==> config.mk <==
export PLATFORM = sky130hd
export DESIGN_NAME = wb_master_arbiter
export DESIGN_NICKNAME = d
export VERILOG_FILES = /design/src/rtl/wb_arb_pkg.sv /design/src/rtl/wb_timeout_counter.sv /design/src/rtl/wb_master_arbiter.sv
export SDC_FILE = /design/constraint.sdc
export NUM_CORES = 1
export LEC_CHECK = 0
export ABC_CLOCK_PERIOD_IN_PS = 3600
export CORE_AREA = 8 8 119 121
export DETAILED_ROUTE_END_ITERATION = 7
export DIE_AREA = 0 0 127 129
export HOLD_SLACK_MARGIN = 0.12
export PLACE_DENSITY = 0.69
export SLEW_MARGIN = 20
export SYNTH_ARGS = -nofsm -noshare
export SYNTH_HDL_FRONTEND = slang
export SYNTH_SLANG_ARGS = --single-unit
export TNS_END_PERCENT = 20
==> constraint.sdc <==
create_clock -name clk -period 3.6 [get_ports clk]
set_clock_uncertainty 0.15 [all_clocks]
set_input_delay 0.36 -clock clk [delete_from_list [all_inputs] [get_ports clk]]
set_output_delay 0.36 -clock clk [all_outputs]
set_load 0.1 [all_outputs]
==> src/rtl/wb_arb_pkg.sv <==
// Shared definitions for the two-master Wishbone arbiter: FSM encoding and grant codes.
package wb_arb_pkg;

  typedef enum logic [1:0] {
    ST_IDLE = 2'd0,
    ST_OWN0 = 2'd1,
    ST_OWN1 = 2'd2
  } arb_state_e;

  localparam logic [1:0] GNT_NONE = 2'b00;
  localparam logic [1:0] GNT_M0   = 2'b01;
  localparam logic [1:0] GNT_M1   = 2'b10;

endpackage

==> src/rtl/wb_timeout_counter.sv <==
// Stall watchdog: counts enabled cycles and pulses expire the cycle after the limit is reached.
module wb_timeout_counter #(
  parameter int unsigned TIMEOUT_CYCLES = 255
) (
  input  logic clk,
  input  logic rst,
  input  logic en,
  input  logic clr,
  output logic expire
);

  localparam int unsigned CW = (TIMEOUT_CYCLES == 0) ? 1 : $clog2(TIMEOUT_CYCLES + 1);
  localparam logic [CW-1:0] LIMIT = CW'(TIMEOUT_CYCLES);

  logic [CW-1:0] count;

  // A zero limit keeps the counter parked, which disables the watchdog.
  always_ff @(posedge clk) begin
    if (rst || clr || (TIMEOUT_CYCLES == 0)) begin
      count  <= '0;
      expire <= 1'b0;
    end else if (en) begin
      if (count == LIMIT) begin
        count  <= '0;
        expire <= 1'b1;
      end else begin
        count  <= count + CW'(1);
        expire <= 1'b0;
      end
    end else begin
      expire <= 1'b0;
    end
  end

endmodule

==> src/rtl/wb_master_arbiter.sv <==
// Two-master round-robin Wishbone arbiter with locked bursts and a stall watchdog
// that terminates a hung transfer with err.
module wb_master_arbiter
  import wb_arb_pkg::*;
#(
  parameter int unsigned ADDR_WIDTH     = 32,
  parameter int unsigned DATA_WIDTH     = 32,
  parameter int unsigned SEL_WIDTH      = DATA_WIDTH / 8,
  parameter int unsigned TIMEOUT_CYCLES = 255
) (
  input  logic                  clk,
  input  logic                  rst,
  input  logic [ADDR_WIDTH-1:0] m0_wb_adr,
  input  logic [DATA_WIDTH-1:0] m0_wb_dat_w,
  input  logic [SEL_WIDTH-1:0]  m0_wb_sel,
  input  logic                  m0_wb_we,
  input  logic                  m0_wb_cyc,
  input  logic                  m0_wb_stb,
  output logic [DATA_WIDTH-1:0] m0_wb_dat_r,
  output logic                  m0_wb_ack,
  output logic                  m0_wb_err,
  input  logic [ADDR_WIDTH-1:0] m1_wb_adr,
  input  logic [DATA_WIDTH-1:0] m1_wb_dat_w,
  input  logic [SEL_WIDTH-1:0]  m1_wb_sel,
  input  logic                  m1_wb_we,
  input  logic                  m1_wb_cyc,
  input  logic                  m1_wb_stb,
  output logic [DATA_WIDTH-1:0] m1_wb_dat_r,
  output logic                  m1_wb_ack,
  output logic                  m1_wb_err,
  output logic [ADDR_WIDTH-1:0] s_wb_adr,
  output logic [DATA_WIDTH-1:0] s_wb_dat_w,
  output logic [SEL_WIDTH-1:0]  s_wb_sel,
  output logic                  s_wb_we,
  output logic                  s_wb_cyc,
  output logic                  s_wb_stb,
  input  logic [DATA_WIDTH-1:0] s_wb_dat_r,
  input  logic                  s_wb_ack,
  input  logic                  s_wb_err,
  output logic [1:0]            gnt,
  output logic                  timeout
);

  arb_state_e state, state_nxt;
  logic       last_srv, last_srv_nxt;
  logic       own_cyc;
  logic       wd_en;
  logic       expire;

  always_ff @(posedge clk) begin
    if (rst) begin
      state    <= ST_IDLE;
      last_srv <= 1'b1;
      gnt      <= GNT_NONE;
    end else begin
      state    <= state_nxt;
      last_srv <= last_srv_nxt;
      gnt      <= (state_nxt == ST_OWN0) ? GNT_M0 :
                  (state_nxt == ST_OWN1) ? GNT_M1 : GNT_NONE;
    end
  end

  // Ownership is only decided from IDLE, so bursts are never preempted.
  always_comb begin
    state_nxt    = state;
    last_srv_nxt = last_srv;
    case (state)
      ST_IDLE: begin
        if (m0_wb_cyc && (!m1_wb_cyc || last_srv)) begin
          state_nxt    = ST_OWN0;
          last_srv_nxt = 1'b0;
        end else if (m1_wb_cyc) begin
          state_nxt    = ST_OWN1;
          last_srv_nxt = 1'b1;
        end
      end
      ST_OWN0: if (!m0_wb_cyc) state_nxt = ST_IDLE;
      ST_OWN1: if (!m1_wb_cyc) state_nxt = ST_IDLE;
      default: state_nxt = ST_IDLE;
    endcase
  end

  // Owner muxing; an expiring watchdog swallows stb/ack and substitutes err.
  always_comb begin
    s_wb_adr    = '0;
    s_wb_dat_w  = '0;
    s_wb_sel    = '0;
    s_wb_we     = 1'b0;
    s_wb_cyc    = 1'b0;
    s_wb_stb    = 1'b0;
    m0_wb_dat_r = '0;
    m0_wb_ack   = 1'b0;
    m0_wb_err   = 1'b0;
    m1_wb_dat_r = '0;
    m1_wb_ack   = 1'b0;
    m1_wb_err   = 1'b0;
    own_cyc     = 1'b0;
    case (state)
      ST_OWN0: begin
        s_wb_adr    = m0_wb_adr;
        s_wb_dat_w  = m0_wb_dat_w;
        s_wb_sel    = m0_wb_sel;
        s_wb_we     = m0_wb_we;
        s_wb_cyc    = m0_wb_cyc;
        s_wb_stb    = m0_wb_stb & ~expire;
        m0_wb_dat_r = s_wb_dat_r;
        m0_wb_ack   = s_wb_ack & ~expire;
        m0_wb_err   = s_wb_err | expire;
        own_cyc     = m0_wb_cyc;
      end
      ST_OWN1: begin
        s_wb_adr    = m1_wb_adr;
        s_wb_dat_w  = m1_wb_dat_w;
        s_wb_sel    = m1_wb_sel;
        s_wb_we     = m1_wb_we;
        s_wb_cyc    = m1_wb_cyc;
        s_wb_stb    = m1_wb_stb & ~expire;
        m1_wb_dat_r = s_wb_dat_r;
        m1_wb_ack   = s_wb_ack & ~expire;
        m1_wb_err   = s_wb_err | expire;
        own_cyc     = m1_wb_cyc;
      end
      default: ;
    endcase
  end

  assign wd_en   = own_cyc & s_wb_stb & ~s_wb_ack & ~s_wb_err;
  assign timeout = expire;

  wb_timeout_counter #(
    .TIMEOUT_CYCLES(TIMEOUT_CYCLES)
  ) u_wdog (
    .clk   (clk),
    .rst   (rst),
    .en    (wd_en),
    .clr   (~wd_en),
    .expire(expire)
  );

endmodule
==> impl_metrics.csv <==
group,metric,value,unit
status,status,"completed",
final_layout,stdcell_area,0.00523,mm2
sta,slew_viol_final,0,
logic_synthesis,ys_seq_elements,14,
placement,routabilityCongestion,0.953,
route,drtPass1Iterations,4,
power_and_ir_drop,p_leak,2.14,nW
setup_path,path_cells,"inv_1 > ha_2 > buf_4 > nor2b_1 > buf_4",
floorplanning,fp.coreArea,0.0123,mm2
clock_network,cts_buffers,3,
setup_path,end_kind,"output port",
setup_path,cp.arrival,2.49,ns
setup_path,worstPathMaxFanout,39,
final_layout,syn2layout_area_growth,139,%
final_layout,antennaDiodeCount,0,
logic_synthesis,synth_fp_nets,494,
sta,hold_viol_final,0,
placement,dp_hpwl,12400,um
placement,dpl_cell_area,0.00515,mm2
global_route,grt_max_degree,44,
global_route,globalRouteTotalUtil,0.161,
route,finalWirelength,14500,um
route,drc_errors,0,
clock_network,cts_resized,0,
route,drt_iter0_markers,180,
clock_network,worstSkewPairLatency,0.24,ns
setup_path,start_kind,"flop",
job,cap_violations,0,
logic_synthesis,seq_area_frac_synth,0.128,
sta,grt_setup_unrepaired,"false",
floorplanning,rows,41,
logic_synthesis,syn_area,0.00219,mm2
final_layout,nFillCells,1250,
route,wl_per_cell,19.2,um
logic_synthesis,syn_avg_cell_area,7.08,um2
sta,tns,0,ns
floorplanning,die_area,0.0164,mm2
final_layout,layout-drive-gt1-share,0.251,
clock_network,cts.htree.levels,1,
clock_network,clk_pin_slew,0.04,ns
floorplanning,dieHeight,129,um
sta,tightest_slew,0.988,ns
logic_synthesis,syn_inst,309,
setup_path,reg2reg_setup_slack,0.82,ns
global_route,first_global_vias,3465,
sta,relSlewSlack,0.339,
clock_network,cts_sinks,14,
global_route,grt_pass1_wl,21100,um
power_and_ir_drop,irDropWorstVdd,357,uV
sta,min_period_over_period,0.832,
clock_network,postCtsSetupBuffers,0,
global_route,overflow,0,
logic_synthesis,synth_top_area_share,0.240,
logic_synthesis,yosysWarnings,0,
route,vias_per_cell,4.49,
global_route,grt_antenna_before_repair,0,
sta,finalCriticalPeriod,3.00,ns
placement,dp_slack,0.797,ns
power_and_ir_drop,power.total,1.97,mW
placement,port_buffers,319,
clock_network,clockBufferDepth,2,
floorplanning,die_x,127,um
clock_network,cts_root_buffer,"clkbuf_16",
sta,setup_slack,0.603,ns
setup_path,slowest_stage,"ha_2",
floorplanning,ios,320,
logic_synthesis,synth_cell_types,33,
clock_network,hold_buffers,0,
logic_synthesis,yosysTopAreaCell,"a22oi_1",
setup_path,critPathMaxStageDelay,0.66,ns
sta,whs,0.345,ns
setup_path,critical_path_class,"reg -> out",
route,vias,3395,
worst_hold_path,hold_path.class,"reg -> reg",
logic_synthesis,yosys-top-cells-area,"a22oi_1 24%, nor2b_1 20%, and2_1 19%",
clock_network,cts_tree,"done",
setup_path,crit_required,3.09,ns
route,postRouteAntennaNets,0,
final_layout,nets,793,
floorplanning,initial_core_util,0.178,
sta,finalSetupViolCount,0,
power_and_ir_drop,power_density,378,mW/mm2
setup_path,cpMostUsedCell,"buf_4",
sta,fmax,334,MHz
==> metrics by stage <==
step           utilization  cells
2_1_floorplan            -    309
3_3_place_gp         0.418    753
3_5_place_dp         0.418    753
4_1_cts              0.424    756
5_1_grt              0.424    756
6_report             0.424    756
==> Yosys cell counts (all sizes together) <==
cell type  instances
a21oi              1
or4b               1
nand4              2
o31ai              1
xnor2              2
and2              65
nand3              3
inv                4
a221oi             2
nor4b              2
nor2               6
or3                2
or2                1
dfxtp             14
o21ai              2
buf                2
and3               1
or4                2
a211oi             2
o21a               2
nor3               5
xor2               1
nor2b             71
o21bai             1
or2b               1
a22o               1
a22oi             70
ha                 7
and3b              3
nand2              2
clkbuf            29
mux2i              1
==> layout make-up <==
type                       instances  area, um2  area share
multi-input combinational        260       1780       0.340
clock buffer                       3       75.1      0.0144
timing repair buffer             325       2890       0.553
sequential                        14        280      0.0536
tap                              150        188      0.0359
inverter                           4       15.0     0.00287
==> cell usage in the layout (no fill, tap or decap), types with 4 or more instances in the layout <==
cell	n
buf_4	145
nor3_1	5
dfxtp_1	14
a22oi_1	70
clkdlybuf4s50_1	180
inv_1	4
ha_1	4
nor2_1	6
nor2b_1	71
and2_1	65
==> kinds of logic (layout without fill, tap and decap cells) <==
logic type | after synthesis | after routing | synth area share
compound gates | 82 | 82 | 0.280
xor+xnor | 3 | 3 | 0.0120
fa+ha+maj | 7 | 7 | 0.0400
buf+inv | 35 | 332 | 0.0624
flops | 14 | 14 | 0.128
mux | 1 | 1 | 0.00458
simple gates | 167 | 167 | 0.473
==> routing by layer <==
| layer | vias up | GRT usage | wire [um] |
|---|---|---|---|
| li1 | 1682 | - | - |
| met1 | 1570 | 0.189 | 5650 |
| met2 | 139 | 0.301 | 7870 |
| met3 | 4 | 0.0348 | 964 |
| met4 | 0 | 0.0126 | 42 |
| met5 | - | 0 | 0 |
==> critical path, delay by kind of cell, from the launching register on <==
family | cells | cell delay, ns
DFF | 1 | 0.44
and+or+nand+nor | 1 | 0.26
adders and majority gates | 1 | 0.66
buffers and inverters | 3 | 0.86
==> path summary, 6_finish.rpt <==
kind / start / to / depth (start not counted)
max reg2reg: state[0] / u_wdog.count[7] / 5
min: u_wdog.count[0] / u_wdog.count[0] / 1
min reg2reg: u_wdog.count[0] / u_wdog.count[0] / 1
max: state[0] / s_wb_dat_w[29] / 5
==> flip-flops by register name, indices dropped and copies added (netlist names) <==
name	cells
u_wdog.expire	1
state	2
last_srv	1
gnt	2
u_wdog.count	8
==> where the power goes <==
| part | internal (mW) | leakage (nW) | total (mW) | switching (mW) |
|---|---|---|---|---|
| logic | 0.473 | 1.99 | 1.60 | 1.13 |
| clock network | 0.145 | 0.0370 | 0.203 | 0.0585 |
| registers | 0.163 | 0.114 | 0.169 | 0.00664 |
| total | 0.780 | 2.14 | 1.97 | 1.19 |
No activity file was read; power rests on OpenSTA's default activity.
